<file path="config.mk">
export PLATFORM = sky130hd
export DESIGN_NAME = pc_sequencer
export DESIGN_NICKNAME = d
export VERILOG_FILES = /design/src/rtl/pc_sequencer.sv
export SDC_FILE = /design/constraint.sdc
export NUM_CORES = 1
export LEC_CHECK = 0
export ABC_CLOCK_PERIOD_IN_PS = 4700
export CORE_MARGIN = 2
export CORE_UTILIZATION = 45
export DETAILED_ROUTE_END_ITERATION = 7
export PLACE_DENSITY = 0.71
export SYNTH_ARGS = -nofsm -noshare
export SYNTH_HDL_FRONTEND = slang
export SYNTH_SLANG_ARGS = --single-unit
</file>
<file path="constraint.sdc">
create_clock -name clk -period 4.7 [get_ports clk]
set_input_delay 0.705 -clock clk [delete_from_list [all_inputs] [get_ports clk]]
set_output_delay 0.705 -clock clk [all_outputs]
set_load 0.01 [all_outputs]
</file>
<file path="src/rtl/pc_sequencer.sv">
// Program-counter sequencer with one branch delay slot, register-jump alignment check
// and a halt state entered by jumping to address zero.
module pc_sequencer #(
  parameter logic [31:0] RESET_VECTOR = 32'hBFC00000
) (
  input  logic        clk,
  input  logic        reset,
  input  logic        clk_enable,
  input  logic [1:0]  pc_sel,
  input  logic        is_true,
  input  logic [31:0] instr_readdata,
  input  logic [31:0] reg_rs_data,
  output logic [31:0] instr_address,
  output logic [31:0] link_addr,
  output logic        active,
  output logic        in_delay_slot,
  output logic        addr_error
);

  typedef enum logic [1:0] {StRun, StSlot, StHalted} state_e;

  state_e      state_q, state_d;
  logic [31:0] pc_q, pc_d;
  logic [31:0] target_q, target_d;
  logic        addr_err_q, addr_err_d;

  logic [31:0] pc_plus4;
  logic [31:0] branch_tgt;
  logic [31:0] jump_tgt;
  logic [31:0] reg_tgt;

  assign pc_plus4   = pc_q + 32'd4;
  assign branch_tgt = pc_plus4 + {{14{instr_readdata[15]}}, instr_readdata[15:0], 2'b00};
  assign jump_tgt   = {pc_plus4[31:28], instr_readdata[25:0], 2'b00};
  assign reg_tgt    = {reg_rs_data[31:2], 2'b00};

  always_comb begin
    state_d    = state_q;
    pc_d       = pc_q;
    target_d   = target_q;
    addr_err_d = addr_err_q;
    if (clk_enable) begin
      unique case (state_q)
        StRun: begin
          pc_d = pc_plus4;
          unique case (pc_sel)
            2'b01: begin
              if (is_true) begin
                target_d = branch_tgt;
                state_d  = StSlot;
              end
            end
            2'b10: begin
              target_d = jump_tgt;
              state_d  = StSlot;
            end
            2'b11: begin
              target_d = reg_tgt;
              state_d  = StSlot;
              if (reg_rs_data[1:0] != 2'b00) addr_err_d = 1'b1;
            end
            default: ;
          endcase
        end
        StSlot: begin
          // Transfers decoded in the delay slot are dropped on purpose.
          pc_d    = target_q;
          state_d = (target_q == 32'd0) ? StHalted : StRun;
        end
        StHalted: pc_d = 32'd0;
        default: begin
          pc_d    = 32'd0;
          state_d = StHalted;
        end
      endcase
    end
  end

  always_ff @(posedge clk) begin
    if (reset) begin
      state_q    <= StRun;
      pc_q       <= RESET_VECTOR;
      target_q   <= 32'd0;
      addr_err_q <= 1'b0;
    end else begin
      state_q    <= state_d;
      pc_q       <= pc_d;
      target_q   <= target_d;
      addr_err_q <= addr_err_d;
    end
  end

  assign instr_address = pc_q;
  assign link_addr     = pc_q + 32'd8;
  assign active        = (state_q != StHalted);
  assign in_delay_slot = (state_q == StSlot);
  assign addr_error    = addr_err_q;

endmodule
</file>
==> results.json, run 1 <==
{
  "cts_buffers": 9,
  "met1_length_um": 8512,
  "drtIter0Drc": 568,
  "cts_tree": "done",
  "grt_overflow": 0,
  "finalSetupViolCount": 0,
  "cts_max_level": 3,
  "seq_area_mm2": 0.001341,
  "ys.flop_type": "dfxtp_1",
  "die_area_mm2": 0.01455,
  "cts_max_path_buffers": 2,
  "drive_gt1_share_pct": 7.120,
  "avgSynthCellArea_um2": 7.259,
  "syn_inst": 843,
  "synthArstFlopShare_pct": 0,
  "place_congestion": 0.8893,
  "worstPathArrival_ns": 4.56,
  "io_pins": 137,
  "hold_class": "reg2reg",
  "fin_setup_tns_ns": 0,
  "switchingPower_uw": 588.6,
  "cts_root_buffer": "clkbuf_16",
  "outcome": "finished, final reports clean",
  "nNetsFinal": 1056,
  "met3_length_um": 1306,
  "slowest_stage": "or3_1",
  "worst_slew_margin_rel_pct": 42.32,
  "max_freq_mhz": 233.4,
  "grt_use_total_pct": 28.14,
  "p_per_area_mw_per_mm2": 231.6,
  "r2r_slack_ns": 0.41,
  "power_frac_comb_pct": 29.5,
  "area_growth_pct": 28.71,
  "vias_per_cell": 5.806,
  "grt_antenna_before_repair": 0,
  "rr_startpoint": "instr_address[3]",
  "multi_input_area_mm2": 0.004419,
  "fillerInstances": 1320,
  "ir_drop_mv": 0.1970,
  "postRouteAntennaNets": 0,
  "cts_hold_buf": 0,
  "end_kind": "flip-flop",
  "whs_endpoint": "target_q[1]",
  "grt_pass1_wl_um": 32440,
  "vias": 6567,
  "fin_ws_ns": 0.4150,
  "seqPwrFrac_pct": 35.4,
  "synthDistinctLibCells": 64,
  "die_w_um": 120.6,
  "wl_per_cell_um": 17.77,
  "antennaDiodeCount": 0,
  "synth_edf_count": 0,
  "rsz0062_at_grt": "false",
  "hold_violations": 0,
  "finClkSkew_ns": 0.005953,
  "syn_area_mm2": 0.006120,
  "rr_worst_depth": 14,
  "start_util_pct": 46.21,
  "path_clk_slew_ns": 0.06,
  "drt-pass1-iter-count": 5,
  "drc": 0,
  "intPower_mw": 1.236,
  "sw_frac_of_total_pct": 32.26,
  "wl_um": 20090,
  "crit_fanout": 6,
  "coreArea_mm2": 0.01324,
  "hp-start": "target_q[1]",
  "synth-seq-area-share_pct": 21.92,
  "fin_crit_ns": 4.285,
  "r2r_end": "target_q[28]",
  "drv_cap": 0,
  "p_leak_nw": 3.101,
  "crit_chain": "buf_4 -> ha_1 -> nand3_1 -> or3_1 -> xnor2_1 -> ha_1 -> nand4_1 -> o21bai_1 -> a211oi_1 -> nor3_1 -> nor4b_1 -> nor3_1 -> or3b_2 -> a31oi_1",
  "period_share_pct": 91.17,
  "dp_hpwl_um": 15230,
  "dp_worst_setup_slack_ns": 0.2761,
  "worstSetupPathType": "reg2reg",
  "grt_max_degree": 47,
  "wl_met2_um": 9517,
  "worst_pin_slew_ns": 0.8599,
  "fp.dieH_um": 120.6,
  "portBuffers": 130,
  "slowest_delay_ns": 0.52,
  "hold_path_depth": 2,
  "crit_required_ns": 4.97,
  "yosysWarnings": 0,
  "rows": 42,
  "grt_pass1_vias": 6299,
  "worstSkewPairLatency_ns": 0.34,
  "post_cts_buffers": 0,
  "finalMaxSlewViolations": 0,
  "cts_sinks": 67,
  "pwr-share-clk_pct": 35.1,
  "top_layer": "met4",
  "start_kind": "flip-flop",
  "syn-num-nets": 949,
  "synth.ff_latch_count": 67
}
-- area by class of cell --
| class | instances | area share (%) |
|---|---|---|
| multi-input cells | 687 | 56.11 |
| repair buffers | 161 | 19.35 |
| clock inverters | 4 | 0.3177 |
| clock buffers | 12 | 3.257 |
| flip-flops and latches | 67 | 17.03 |
| well taps | 176 | 2.796 |
| inverters | 24 | 1.144 |
-- registers in the layout (all words and copies together), names as in the netlist --
| register | cells |
|---|---|
| addr_error | 1 |
| instr_address | 32 |
| target_q | 32 |
| state_q | 2 |
-- power groups by stage --
stage	logic (mW)	clock network (mW)	registers [mW]
after floorplan	0.334	0	0.645
after global placement	0.527	0	0.657
after detailed placement	0.531	0	0.657
after CTS	0.534	0.640	0.645
after global routing	0.594	0.671	0.650
final	0.539	0.639	0.646
-- metrics by stage --
| step | hold slack (ns) | instance area, um2 | std cells | utilization [%] | total power, mW |
|---|---|---|---|---|---|
| global placement | 0.4615 | 7586 | 1115 | 57.28 | 1.183 |
| CTS | 0.4736 | 7868 | 1131 | 59.41 | 1.819 |
| floorplan | 0.4442 | 6120 | 843 | - | 0.9786 |
| global route | 0.5048 | 7876 | 1131 | 59.48 | 1.914 |
| detailed placement | 0.4665 | 7586 | 1115 | 57.28 | 1.188 |
| finish | 0.4779 | 7876 | 1131 | 59.48 | 1.824 |
-- cell usage in the layout, fill, tap and decap left out, types with 6 or more instances in the layout --
master,Yosys,final
and3_1,8,8
a211oi_1,13,12
nand2b_1,13,13
ha_1,35,35
a32oi_1,7,7
a31oi_1,9,9
nor2_1,78,78
mux2i_1,34,34
o31ai_1,10,10
o21ai_0,43,43
a21o_1,9,9
buf_4,8,31
nand2_1,107,107
dfxtp_1,67,67
nor4_1,13,13
nor3_1,21,20
nand4_1,16,16
a21oi_1,78,78
clkbuf_16,0,9
nand3_1,28,28
xor2_1,28,28
or3_1,9,9
o211ai_1,18,18
mux2_2,6,6
inv_1,22,22
xnor2_1,45,45
clkdlybuf4s50_1,0,128
-- repair_timing --
action,CTS,global route
endpoints found under the hold margin,0,0
resized for setup,0,2
endpoints found under the setup margin,0,1
-- synthesized netlist by cell type (3+ instances only) --
library cell,count,area (um2)
nand2_1,107,401.6
a21oi_1,78,390.4
nor2_1,78,292.8
dfxtp_1,67,1341
xnor2_1,45,394.1
clkbuf_1,44,165.2
o21ai_0,43,215.2
ha_1,35,437.9
mux2i_1,34,340.3
nand3_1,28,140.1
xor2_1,28,245.2
inv_1,22,82.58
nor3_1,21,105.1
o211ai_1,18,135.1
nand4_1,16,100.1
a211oi_1,13,97.59
nand2b_1,13,81.33
nor4_1,13,81.33
o31ai_1,10,75.07
a21o_1,9,67.56
a31oi_1,9,56.30
or3_1,9,56.30
and3_1,8,50.05
buf_4,8,60.06
a32oi_1,7,61.31
buf_2,7,35.03
buf_1,6,22.52
mux2_2,6,67.56
a22o_1,4,35.03
and2_1,4,25.02
a21boi_0,3,22.52
a22oi_1,3,22.52
nor3b_1,3,22.52
o21bai_1,3,22.52
-- critical path, delay by kind of cell (launching register included) --
| family | cells | cell delay, ns |
|---|---|---|
| fa+ha+maj | 2 | 0.56 |
| buf+inv | 1 | 0.14 |
| xor+xnor | 1 | 0.39 |
| simple gates | 7 | 2.06 |
| compound gates | 3 | 0.75 |
| flops | 1 | 0.33 |
-- per-layer routing --
| metal | track usage (%) | up-vias |
|---|---|---|
| li1 | - | 3243 |
| met1 | 35.25 | 3035 |
| met2 | 47.88 | 246 |
| met3 | 4.009 | 43 |
| met4 | 12.43 | 0 |
| met5 | 0 | - |
-- worst max path at each step --
stage                startpoint  cells past startpoint            to  slack, ns
3_3_place_gp   instr_address[3]                     16  target_q[31]       0.34
4_1_cts        instr_address[3]                     16  target_q[31]       0.28
3_5_place_dp   instr_address[3]                     16  target_q[31]       0.28
6_report       instr_address[3]                     14  target_q[28]       0.41
2_1_floorplan  instr_address[4]                     17  target_q[31]       0.72
5_1_grt        instr_address[3]                     15  target_q[25]       0.02
-- logic make-up (layout without fill, tap and decap cells) --
| kind of cell | count (synthesis) | in the layout | synth area share (%) |
|---|---|---|---|
| AOI/OAI and AO/OA | 223 | 223 | 22.94 |
| adders and majority gates | 36 | 36 | 7.483 |
| muxes | 40 | 40 | 6.665 |
| xor gates and xnor gates | 74 | 74 | 10.71 |
| DFF | 67 | 67 | 21.92 |
| and+or+nand+nor | 314 | 314 | 24.19 |
| buffers and inverters | 89 | 201 | 6.093 |
No activity file was read; power rests on OpenSTA's default activity.
==> run 2, diff against run 1 <==
Settings changed: ABC_CLOCK_PERIOD_IN_PS 4700 to 4800, MAX_ROUTING_LAYER from default to met4, PLACE_DENSITY 0.71 to 0.79.
Clock period 4.7 ns to 4.8 ns, I/O delays scaled along.
==> run 2 against run 1 <==
  * Critical path depth is 1 higher
  * Global-route usage is 0.63 points lower
  * Non-clock buffer count is 10 lower
  * Final cell count is 0.97% lower
  * Critical endpoint is now target_q[31]
  * Core utilization is 0.15 points lower
  * Sequential share of layout area hardly changed
  * Clock power is 17% higher
  * Clock skew hardly changed
==> results.json, run 2 (synthesis gave the netlist of run 1 again) <==
{
  "whs_endpoint": "target_q[1]",
  "crit_family": "compound AO/OA/AOI/OAI gates",
  "max_freq_mhz": 227.6,
  "slowest_delay_ns": 0.53,
  "wl_per_cell_um": 17.81,
  "cts_sinks": 67,
  "postRouteAntennaNets": 0,
  "stdcell_count": 1120,
  "crit_chain": "ha_1 -> nand3_1 -> or3_1 -> nor2_1 -> nand3_1 -> xnor2_1 -> ha_1 -> a211oi_1 -> o211ai_1 -> a21boi_0 -> o22ai_1 -> a211oi_1 -> o21ai_0 -> nand2b_1 -> a31o_2",
  "grt_overflow": 0,
  "grt_use_total_pct": 27.51,
  "portBuffers": 130,
  "antennaDiodeCount": 0,
  "fp.dieH_um": 120.6,
  "holdWs_ns": 0.4784,
  "period_share_pct": 91.54,
  "fin_crit_ns": 4.394,
  "place_congestion": 0.9476,
  "start_util_pct": 46.21,
  "vias_per_cell": 5.872,
  "worst_pin_slew_ns": 0.8805,
  "wl_um": 19950,
  "finalSetupViolCount": 0,
  "cts_root_buffer": "clkbuf_16",
  "r2r_end": "target_q[31]",
  "drt-pass1-iter-count": 5,
  "p_per_area_mw_per_mm2": 242.9,
  "start_kind": "flip-flop",
  "rsz0062_at_grt": "false",
  "slowest_stage": "or3_1",
  "outcome": "finished, final reports clean",
  "rr_worst_depth": 15,
  "nNetsFinal": 1046,
  "die_area_mm2": 0.01455,
  "layout_common_cells": "clkdlybuf4s50_1, nand2_1, nor2_1, a21oi_1, dfxtp_1",
  "setup.worst_path.start": "instr_address[3]",
  "worstSkewPairLatency_ns": 0.34,
  "cts_max_level": 3,
  "worst_slew_margin_rel_pct": 40.94,
  "finalMaxSlewViolations": 0,
  "grt_antenna_before_repair": 0,
  "drtIter0Drc": 486,
  "fin_setup_tns_ns": 0,
  "power_mw": 1.909,
  "rows": 42,
  "grt_pass1_wl_um": 30860,
  "p_leak_nw": 3.082,
  "hold_violations": 0,
  "cts_tree": "done",
  "path_clk_slew_ns": 0.06,
  "post_cts_buffers": 0,
  "dp_hpwl_um": 14990,
  "cts_buffers": 9,
  "numPlacedInstances": 1105,
  "cts_max_path_buffers": 2,
  "ir_drop_mv": 0.2228,
  "vias": 6577,
  "crit_required_ns": 5.03,
  "cp_num_buf_inv": 0,
  "grt_pass1_vias": 6010,
  "r2r_slack_ns": 0.41,
  "crit_fanout": 7,
  "drv_cap": 0,
  "finClkSkew_ns": 0.005590,
  "final_common_cell": "clkdlybuf4s50_1",
  "rr_startpoint": "instr_address[3]",
  "end_kind": "flip-flop",
  "ctsResizeCount": 0,
  "drive_gt1_share_pct": 6.250,
  "hold_class": "reg2reg",
  "grt_max_degree": 47,
  "drc": 0,
  "die_w_um": 120.6,
  "worstPathArrival_ns": 4.63,
  "area_growth_pct": 28.38,
  "worstSetupPathType": "reg2reg",
  "cts_hold_buf": 0,
  "hp-start": "target_q[1]",
  "hold_path_depth": 2,
  "io_pins": 137,
  "coreArea_mm2": 0.01324
}
==> run 2: changes by cell type in the layout (fill, tap and decap cells not counted), sizes merged <==
cell      change
clkinvlp      -2
bufinv        +3
clkbuf        -3
buf          -10
clkinv        +1
==> run 2: how the worst max path moves through the flow <==
| stage | cells after the start | end |
|---|---|---|
| 6_report | 15 | target_q[31] |
| 5_1_grt | 15 | target_q[31] |
| 4_1_cts | 15 | target_q[31] |
| 3_5_place_dp | 15 | target_q[31] |
| 3_3_place_gp | 15 | target_q[31] |
| 2_1_floorplan | 17 | target_q[31] |
==> run 2: per-stage QoR <==
step | util [%] | cell area [um2] | worst slack [ns]
after detailed placement | 56.72 | 7511 | 0.3156
after CTS | 59.21 | 7841 | 0.2863
final | 59.33 | 7856 | 0.4059
after global placement | 56.72 | 7511 | 0.3636
after global routing | 59.33 | 7856 | 0.03121
after floorplan | - | 6120 | 0.8179
==> run 2: cell type report <==
cell class / instances / area, um2
clock inverters: 6 / 105.1
inverters: 24 / 90.09
flip-flops and latches: 67 / 1341
fillers: 1223 / 5386
well taps: 176 / 220.2
multi-input cells: 687 / 4425
clock buffers: 9 / 225.2
repair buffers: 151 / 1449
==> run 2: routing by layer <==
metal / track usage, % / part of all wire [%] / wire length, um
met3: 4.953 / 7.8 / 1548
met4: 8.939 / 2.9 / 582
met5: - / 0 / 0
met1: 33.01 / 40 / 8055
met2: 46.72 / 49 / 9763
==> run 2: worst register-to-register path, delay by kind of cell, from the launching register on <==
kind	cells	cell delay, ns
adders and majority gates	2	0.61
xor gates and xnor gates	1	0.35
AOI/OAI and AO/OA	7	1.66
and+or+nand+nor	5	1.21
DFF	1	0.46
==> run 2: report_power, final <==
| part | switching (mW) | leakage [nW] | internal (mW) |
|---|---|---|---|
| combinational | 0.281 | 2.37 | 0.241 |
| clock | 0.249 | 0.165 | 0.501 |
| sequential | 0.0460 | 0.548 | 0.591 |
| total | 0.576 | 3.08 | 1.33 |
==> run 3, diff against run 2 <==
Settings changed: PLACE_DENSITY 0.79 to default, PLACE_DENSITY_LB_ADDON from default to 0.05.
==> run 3 against run 2 <==
  * Design area fell by 0.38%
  * Clock power is 15% lower
  * Core utilization down 0.23 points
  * Clock-buffer cell count up 1
  * Worst setup slack worse by 0.0093 ns
  * Worst hold slack lost 0.0017 ns
  * Register-to-register slack hardly changed
  * Final cell count is 0.36% higher
  * Sequential power about the same
  * Wire length increased by 5.2%
==> results.json, run 3 (synthesis gave the netlist of run 1 again) <==
{
  "crit_family": "simple AND/OR/NAND/NOR gates",
  "worstSetupPathType": "reg2reg",
  "finalSetupViolCount": 0,
  "holdWs_ns": 0.4767,
  "hp-start": "target_q[0]",
  "drtIter0Drc": 393,
  "seqPwrFrac_pct": 35.3,
  "worst_slew_margin_rel_pct": 39.57,
  "rsz0062_at_grt": "false",
  "setup.worst_path.start": "instr_address[3]",
  "cts_max_level": 3,
  "cts_hold_buf": 0,
  "pwr-share-clk_pct": 35.4,
  "period_share_pct": 91.74,
  "grt_overflow": 0,
  "cts_sinks": 67,
  "r2r_slack_ns": 0.40,
  "max_freq_mhz": 227.1,
  "rr_worst_depth": 15,
  "finClkSkew_ns": 0.007321,
  "cts_max_path_buffers": 2,
  "grt_pass1_wl_um": 33220,
  "grt_pass1_vias": 6281,
  "hold_violations": 0,
  "place_congestion": 0.9187,
  "sw_frac_of_total_pct": 33.31,
  "finalMaxSlewViolations": 0,
  "stdcell_count": 1124,
  "area_growth_pct": 27.89,
  "grt_antenna_before_repair": 0,
  "coreArea_mm2": 0.01324,
  "switchingPower_uw": 599.7,
  "worstPathArrival_ns": 4.63,
  "worstSkewPairLatency_ns": 0.34,
  "ir_drop_mv": 0.1382,
  "fp.dieH_um": 120.6,
  "die_area_mm2": 0.01455,
  "vias_per_cell": 5.939,
  "rows": 42,
  "hold_path_depth": 2,
  "final_cell_area_mm2": 0.007826,
  "rr_startpoint": "instr_address[3]",
  "io_pins": 137,
  "outcome": "finished, final reports clean",
  "grt_max_degree": 48,
  "drt-pass1-iter-count": 6,
  "start_kind": "flip-flop",
  "layout_common_cells": "clkdlybuf4s50_1, nand2_1, nor2_1, a21oi_1, dfxtp_1",
  "final_common_cell": "clkdlybuf4s50_1",
  "whs_endpoint": "target_q[0]",
  "drv_cap": 0,
  "wl_per_cell_um": 18.67,
  "vias": 6675,
  "postRouteAntennaNets": 0,
  "crit_fanout": 11,
  "cts_root_buffer": "clkbuf_16",
  "p_leak_nw": 3.061,
  "cp_num_buf_inv": 1,
  "portBuffers": 130,
  "crit_required_ns": 5.03,
  "wl_um": 20980,
  "fillerInstances": 1324,
  "drc": 0,
  "numPlacedInstances": 1108,
  "intPower_mw": 1.201,
  "cts_buffers": 9,
  "crit_chain": "buf_4 -> ha_1 -> nand3_1 -> or3_1 -> nor3_2 -> nand3_1 -> xnor2_1 -> ha_1 -> a21o_1 -> a21o_1 -> nor3b_1 -> o41ai_1 -> o311a_1 -> xor2_1 -> a21oi_1",
  "path_clk_slew_ns": 0.06,
  "drive_gt1_share_pct": 6.435,
  "die_w_um": 120.6,
  "fin_setup_tns_ns": 0,
  "worst_pin_slew_ns": 0.9009,
  "slowest_delay_ns": 0.53,
  "slowest_stage": "or3_1",
  "fin_crit_ns": 4.403,
  "power_frac_comb_pct": 29.3,
  "dp_hpwl_um": 15870,
  "place_area_mm2": 0.007533,
  "power_mw": 1.800,
  "hold_class": "reg2reg",
  "p_per_area_mw_per_mm2": 230.0,
  "nNetsFinal": 1049,
  "cts_tree": "done",
  "antennaDiodeCount": 0,
  "grt_use_total_pct": 29.79,
  "start_util_pct": 46.21,
  "end_kind": "flip-flop",
  "r2r_end": "target_q[30]"
}
==> run 3: power by group through the flow <==
stage	combinational, mW	clock (mW)	sequential (mW)
after floorplan	0.327	0	0.631
after global placement	0.514	0	0.646
after detailed placement	0.520	0	0.646
after CTS	0.524	0.639	0.634
after global routing	0.579	0.670	0.640
final	0.528	0.637	0.635
==> run 3: worst register-to-register path, delay by kind of cell, from the launching register on <==
family,cells,cell delay (ns)
adder cells (fa/ha/maj),2,0.65
flip-flops,1,0.33
AND/OR/NAND/NOR,5,1.41
XOR/XNOR,2,0.67
AO/OA/AOI/OAI,5,1.08
buffers and inverters,1,0.14
==> run 3: worst max path at each step <==
stage              endpoint  cells past startpoint  slack (ns)
5_1_grt        target_q[31]                     16        0.12
6_report       target_q[30]                     15        0.40
2_1_floorplan  target_q[31]                     17        0.82
3_5_place_dp   target_q[31]                     16        0.42
3_3_place_gp   target_q[31]                     16        0.43
4_1_cts        target_q[31]                     16        0.37
==> run 3: stage by stage <==
| stage | setup WS (ns) | util, % |
|---|---|---|
| CTS | 0.3719 | 59.06 |
| floorplan | 0.8179 | - |
| finish | 0.3966 | 59.10 |
| detailed placement | 0.4179 | 56.89 |
| global placement | 0.4344 | 56.89 |
| global route | 0.1228 | 59.10 |
==> run 3: cell type report <==
type | instances | area [um2] | share of cell area, %
multi-input cells | 687 | 4415 | 56.42
repair buffers | 154 | 1471 | 18.80
flip-flops and latches | 67 | 1341 | 17.14
clock buffers | 10 | 239.0 | 3.054
well taps | 176 | 220.2 | 2.814
inverters | 24 | 90.09 | 1.151
clock inverters | 6 | 48.80 | 0.6235
==> run 3: layer usage <==
layer | global-route usage, % | share of wire, % | vias to the layer above
met5 | - | 0 | -
met4 | 9.811 | 2.8 | 0
met2 | 50.64 | 50 | 249
met3 | 4.670 | 5.9 | 30
li1 | - | - | 3229
met1 | 36.09 | 41 | 3167
==> run 3: repair_timing <==
item | in CTS | in global routing
buffers inserted | 0 | 0
gates resized for setup | 0 | 1
setup endpoints to repair | 0 | 1
